===== src/rtl/ser2par_pkg.sv =====
// Shared types and width helpers for the framed serial-to-parallel receiver.
package ser2par_pkg;

   typedef enum logic {
      ASSEMBLE = 1'b0,
      HUNT     = 1'b1
   } state_t;

   // Width needed to index n distinct values, never less than one bit.
   function automatic int width_of(input int n);
      return (n <= 2) ? 1 : $clog2(n);
   endfunction

endpackage


===== src/rtl/sync_fifo.sv =====
// First-word-fall-through synchronous FIFO; pointers carry an extra wrap bit.
module sync_fifo
   import ser2par_pkg::*;
#(
   parameter int WIDTH = 8,
   parameter int DEPTH = 4
) (
   input  logic                     clk,
   input  logic                     reset_n,
   input  logic                     push,
   input  logic [WIDTH-1:0]         din,
   input  logic                     pop,
   output logic [WIDTH-1:0]         dout,
   output logic                     full,
   output logic                     empty,
   output logic [width_of(DEPTH):0] count
);
   localparam int AW = width_of(DEPTH);

   logic [AW:0]      r_wr, r_rd;
   logic [WIDTH-1:0] r_mem [DEPTH];
   logic             w_do_push, w_do_pop;

   assign empty = (r_wr == r_rd);
   assign full  = (r_wr[AW] != r_rd[AW]) && (r_wr[AW-1:0] == r_rd[AW-1:0]);
   assign count = r_wr - r_rd;
   assign dout  = r_mem[r_rd[AW-1:0]];

   // A pop in the same cycle frees the slot, so a push while full still lands.
   assign w_do_pop  = pop & ~empty;
   assign w_do_push = push & (~full | w_do_pop);

   always_ff @(posedge clk or negedge reset_n) begin
      if (!reset_n) begin
         r_wr <= '0;
         r_rd <= '0;
         for (int i = 0; i < DEPTH; i++) r_mem[i] <= '0;
      end else begin
         if (w_do_push) begin
            r_mem[r_wr[AW-1:0]] <= din;
            r_wr                <= r_wr + 1'b1;
         end
         if (w_do_pop) r_rd <= r_rd + 1'b1;
      end
   end

endmodule


===== src/rtl/ser2par_fifo.sv =====
// Serial receiver: frames words on the end-of-word marker, checks length,
// and queues good words into a FWFT FIFO with a valid/ready consumer port.
module ser2par_fifo
   import ser2par_pkg::*;
#(
   parameter int WORD_SIZE  = 8,
   parameter int MSB_FIRST  = 1,
   parameter int FIFO_DEPTH = 4
) (
   input  logic                               clk,
   input  logic                               reset_n,
   input  logic                               bit_en,
   input  logic                               serial_in,
   input  logic                               lsb_in,
   output logic [WORD_SIZE-1:0]               parallel_out,
   output logic                               valid,
   input  logic                               ready,
   output logic                               frame_err,
   output logic                               overflow,
   output logic [$clog2(FIFO_DEPTH+1)-1:0]    fifo_count
);
   localparam int                CNT_W = width_of(WORD_SIZE);
   localparam logic [CNT_W-1:0] LAST  = CNT_W'(WORD_SIZE - 1);

   state_t               r_state;
   logic [CNT_W-1:0]     r_bit_cnt;
   logic [WORD_SIZE-1:0] r_sh, w_sh_next;
   logic                 r_frame_err, r_overflow;
   logic                 w_at_last, w_word_done, w_full, w_empty, w_pop;

   generate
      if (MSB_FIRST != 0) begin : g_msb
         assign w_sh_next = {r_sh[WORD_SIZE-2:0], serial_in};
      end else begin : g_lsb
         assign w_sh_next = {serial_in, r_sh[WORD_SIZE-1:1]};
      end
   endgenerate

   assign w_at_last   = (r_bit_cnt == LAST);
   assign w_word_done = bit_en & lsb_in & w_at_last & (r_state == ASSEMBLE);
   assign w_pop       = ~w_empty & ready;

   assign valid     = ~w_empty;
   assign frame_err = r_frame_err;
   assign overflow  = r_overflow;

   always_ff @(posedge clk or negedge reset_n) begin
      if (!reset_n) begin
         r_state     <= ASSEMBLE;
         r_bit_cnt   <= '0;
         r_sh        <= '0;
         r_frame_err <= 1'b0;
      end else begin
         r_frame_err <= 1'b0;
         if (bit_en) begin
            r_sh <= w_sh_next;
            case (r_state)
               ASSEMBLE: begin
                  if (lsb_in) begin
                     r_bit_cnt   <= '0;
                     r_frame_err <= ~w_at_last;
                  end else if (w_at_last) begin
                     r_bit_cnt   <= '0;
                     r_frame_err <= 1'b1;
                     r_state     <= HUNT;
                  end else begin
                     r_bit_cnt <= r_bit_cnt + 1'b1;
                  end
               end
               HUNT: begin
                  // Marker bit realigns framing but is not part of any word.
                  if (lsb_in) begin
                     r_state   <= ASSEMBLE;
                     r_bit_cnt <= '0;
                  end
               end
               default: r_state <= ASSEMBLE;
            endcase
         end
      end
   end

   always_ff @(posedge clk or negedge reset_n) begin
      if (!reset_n) r_overflow <= 1'b0;
      else          r_overflow <= w_word_done & w_full & ~w_pop;
   end

   sync_fifo #(
      .WIDTH (WORD_SIZE),
      .DEPTH (FIFO_DEPTH)
   ) u_fifo (
      .clk     (clk),
      .reset_n (reset_n),
      .push    (w_word_done),
      .din     (w_sh_next),
      .pop     (w_pop),
      .dout    (parallel_out),
      .full    (w_full),
      .empty   (w_empty),
      .count   (fifo_count)
   );

endmodule


===== config.mk =====
export PLATFORM = sky130hd
export DESIGN_NAME = ser2par_fifo
export DESIGN_NICKNAME = d
export VERILOG_FILES = /design/src/rtl/ser2par_pkg.sv /design/src/rtl/sync_fifo.sv /design/src/rtl/ser2par_fifo.sv
export SDC_FILE = /design/constraint.sdc
export NUM_CORES = 1
export LEC_CHECK = 0
export CORE_AREA = 2 2 68 70
export DETAILED_ROUTE_END_ITERATION = 10
export DIE_AREA = 0 0 70 72
export PLACE_DENSITY = 0.77
export SYNTH_ARGS = -nofsm -noshare
export SYNTH_HDL_FRONTEND = slang
export SYNTH_SLANG_ARGS = --single-unit

===== constraint.sdc =====
create_clock -name clk -period 3.08 [get_ports clk]
set_input_delay 0.462 -clock clk [delete_from_list [all_inputs] [get_ports clk]]
set_output_delay 0.462 -clock clk [all_outputs]
set_load 0.01 [all_outputs]

==> out/results.ini <==
[run_status]
outcome=complete, no violations

[setup_path]
cp_max_fo=12
worst-endpoint-arrival_ns=2.17
startpoint=u_fifo.r_rd[1]
required_ns=2.62
rr_worst_depth=5
crit_path_start_kind=flip-flop
crit_end=fifo_count[2]
cp-end-kind=output port
crit_type=flip-flop to output port
reg2reg_setup_slack_ns=0.63
cp_num_cells=3
crit_chain=fa_1, xnor2_1, clkdlybuf4s50_1
slowest_stage=dfrtp_1
crit_buf_inv=1
r2r_start=u_fifo.r_rd[1]
timing.rr.end=u_fifo.r_mem[9]
critPathTopFamily=flip-flops
cpPeakStageDelay_ns=0.62

[power]
p_per_area_nw_per_um2=618.7
ir_drop_uv=336.2
finalPower_uw=1692
leakage_uw=0.001297

[grt]
first_global_vias=1461
grt_max_degree=52
use_met2_pct=30.79
grt_antenna_before_repair=0
grt_pass1_wl_mm=7.300
use_met3_pct=4.861
grt_usage_pct=18.85
met1_usage_pct=24.88
overflow=0
top_usage_layer=met2

[sta]
min_period_ns=2.630
setup_ws_ns=0.4497
finalSetupTns_ns=0
skew_ns=0.008138
rsz0062_at_grt=no
hold_violations=0
drv_slew=0
max_freq_mhz=380.2
setup_viol=0
fin_crit_sh_pct=85.40
hold_slack_ns=0.3754
worstMarginPinSlew_ns=1.104
max_slew_margin_pct=26.42

[run]
drv_cap=0

[logic_synthesis]
postSynthAreaPerCell_um2=15.52
synth-compound-area-share_pct=6.604
yosys.area_share.simple_pct=2.236
synth-xor-area-share_pct=2.964
syn_nets=172
netlist_area_um2=2406
synth_flop_cell=dfrtp_1
synth_top_family_by_area=multiplexers
ys_types=27
synth_top_cell_area_share_pct=53.04
synthCells=155
synth-edff-count=0
ys_warn_count=0
ys_seq_elements=51
synthAdderAreaFrac_pct=6.032
ys_seq_area_share_pct=53.04
post_synth_mux_area_share_pct=26.68
async_reset_ff_share_pct=100.0
synth_area_leaders=dfrtp_1 53%, mux2_2 19%, mux4_2 7.5%
synth_top_cell_by_area=dfrtp_1

[die]
core_um2=4264
fp-row-count=24
fp.dieArea_um2=5040
die_h_um=72
start_util_pct=56.43
die_w_um=70
io_pins=20

[finish]
synthToLayoutAreaGrowth_pct=13.68
num_antenna_cells=0
n_fill_cell=337
layout-drive-gt1-share_pct=36.11
final_nets=196
final_core_util_pct=64.14

[cts]
clk_path_buf_depth=2
clk_pin_slew_ns=0.08
post-cts-setup-buffer-count=0
cts_hold_buf=0
cts.repair.resized=0
cts_made_buffers=5
insertion_delay_ns=0.30
cts_tree=done
cts_num_sinks=51
cts_root_buffer=clkbuf_8
htreeDepth=2

[drt]
ant_nets=0
drc=0
wl_per_cell_um=18.17
via_per_inst=5.802
dr_total_vias=1346
first_pass_iters=4
drt_iter0_drc=117
wirelength_mm=4.215

[placement]
pre_cts_ws_ns=0.6304
gp_congestion=0.7335
io_buffers=19
dp_hpwl_mm=2.861

[worst_hold_path]
hold_class=primary input to async pin

-- cells in the final DEF, fill, tap and decap left out, drive strengths merged --
cell / count
o21ai: 1
fa: 1
a22oi: 2
a32oi: 1
clkbuf: 7
clkinv: 1
a31oi: 2
buf: 3
ha: 10
o211ai: 4
inv: 11
nor3b: 1
xnor2: 5
nand3: 1
o22ai: 3
xor2: 1
clkdlybuf4s50: 18
nor2b: 2
nand3b: 1
mux2: 41
a31o: 1
dfrtp: 51
nand2: 1
nor2: 1
mux4: 8
and4b: 1
a21oi: 1
-- routing by layer --
metal  wire, µm  share of wire [%]  vias up
met5          0                  0        -
met4         17               0.40        0
met3        128                3.0        2
met2       2131                 51       21
met1       1938                 46      709
li1           -                  -      614
-- report_power, final --
part / internal [µW] / leakage (µW) / switching (µW)
Combinational: 254 / 0.000569 / 237
Sequential: 732 / 0.000686 / 104
Clock: 160 / 0.0000422 / 205
-- cell usage after synthesis, types with 2 or more instances --
cell type	n
buf_2	2
inv_1	11
o211ai_4	4
mux2_2	41
a31oi_1	2
a22oi_1	2
o22ai_1	3
mux4_2	8
nor2b_1	2
xnor2_1	4
dfrtp_1	51
ha_1	10
-- final cells by class --
class                           count  area [µm²]  area share, %
Clock buffer                        7       76.32          2.790
Sequential cell                    51        1276          46.66
Multi-Input combinational cell     89        1071          39.16
Tap cell                           52       65.06          2.379
Clock inverter                      1       5.005         0.1830
Timing Repair Buffer               21       200.2          7.319
Inverter                           11       41.29          1.510
-- sequential cells by signal, summed over array words and instances, names as in the netlist --
name and cells:
u_fifo.r_wr 3, u_fifo.r_mem 32, r_sh 7, frame_err 1
r_state 1, overflow 1, u_fifo.r_rd 3, r_bit_cnt 3
-- kinds of logic (layout without fill, tap and decap cells) --
group	Yosys count	after routing
fa+ha+maj	11	11
mux	49	49
compound gates	15	15
buf+inv	15	40
simple gates	8	8
flops	51	51
xor+xnor	6	6
-- how the worst min path moves through the flow --
stage	startpoint	endpoint	slack, ns	cells after the start
global route	reset_n	r_state	0.47	1
CTS	reset_n	r_state	0.40	1
detailed placement	u_fifo.r_mem[12]	u_fifo.r_mem[12]	0.49	1
finish	reset_n	u_fifo.r_mem[18]	0.38	1
floorplan	reset_n	frame_err	0.17	0
global placement	u_fifo.r_mem[27]	u_fifo.r_mem[27]	0.48	1
-- per-stage QoR --
step / cells / instance area (µm²)
4_1_cts: 232 / 2735
2_1_floorplan: 155 / 2406
3_3_place_gp: 224 / 2654
3_5_place_dp: 224 / 2654
5_1_grt: 232 / 2735
6_report: 232 / 2735
Note: power is estimated with default switching activity, not from simulation.
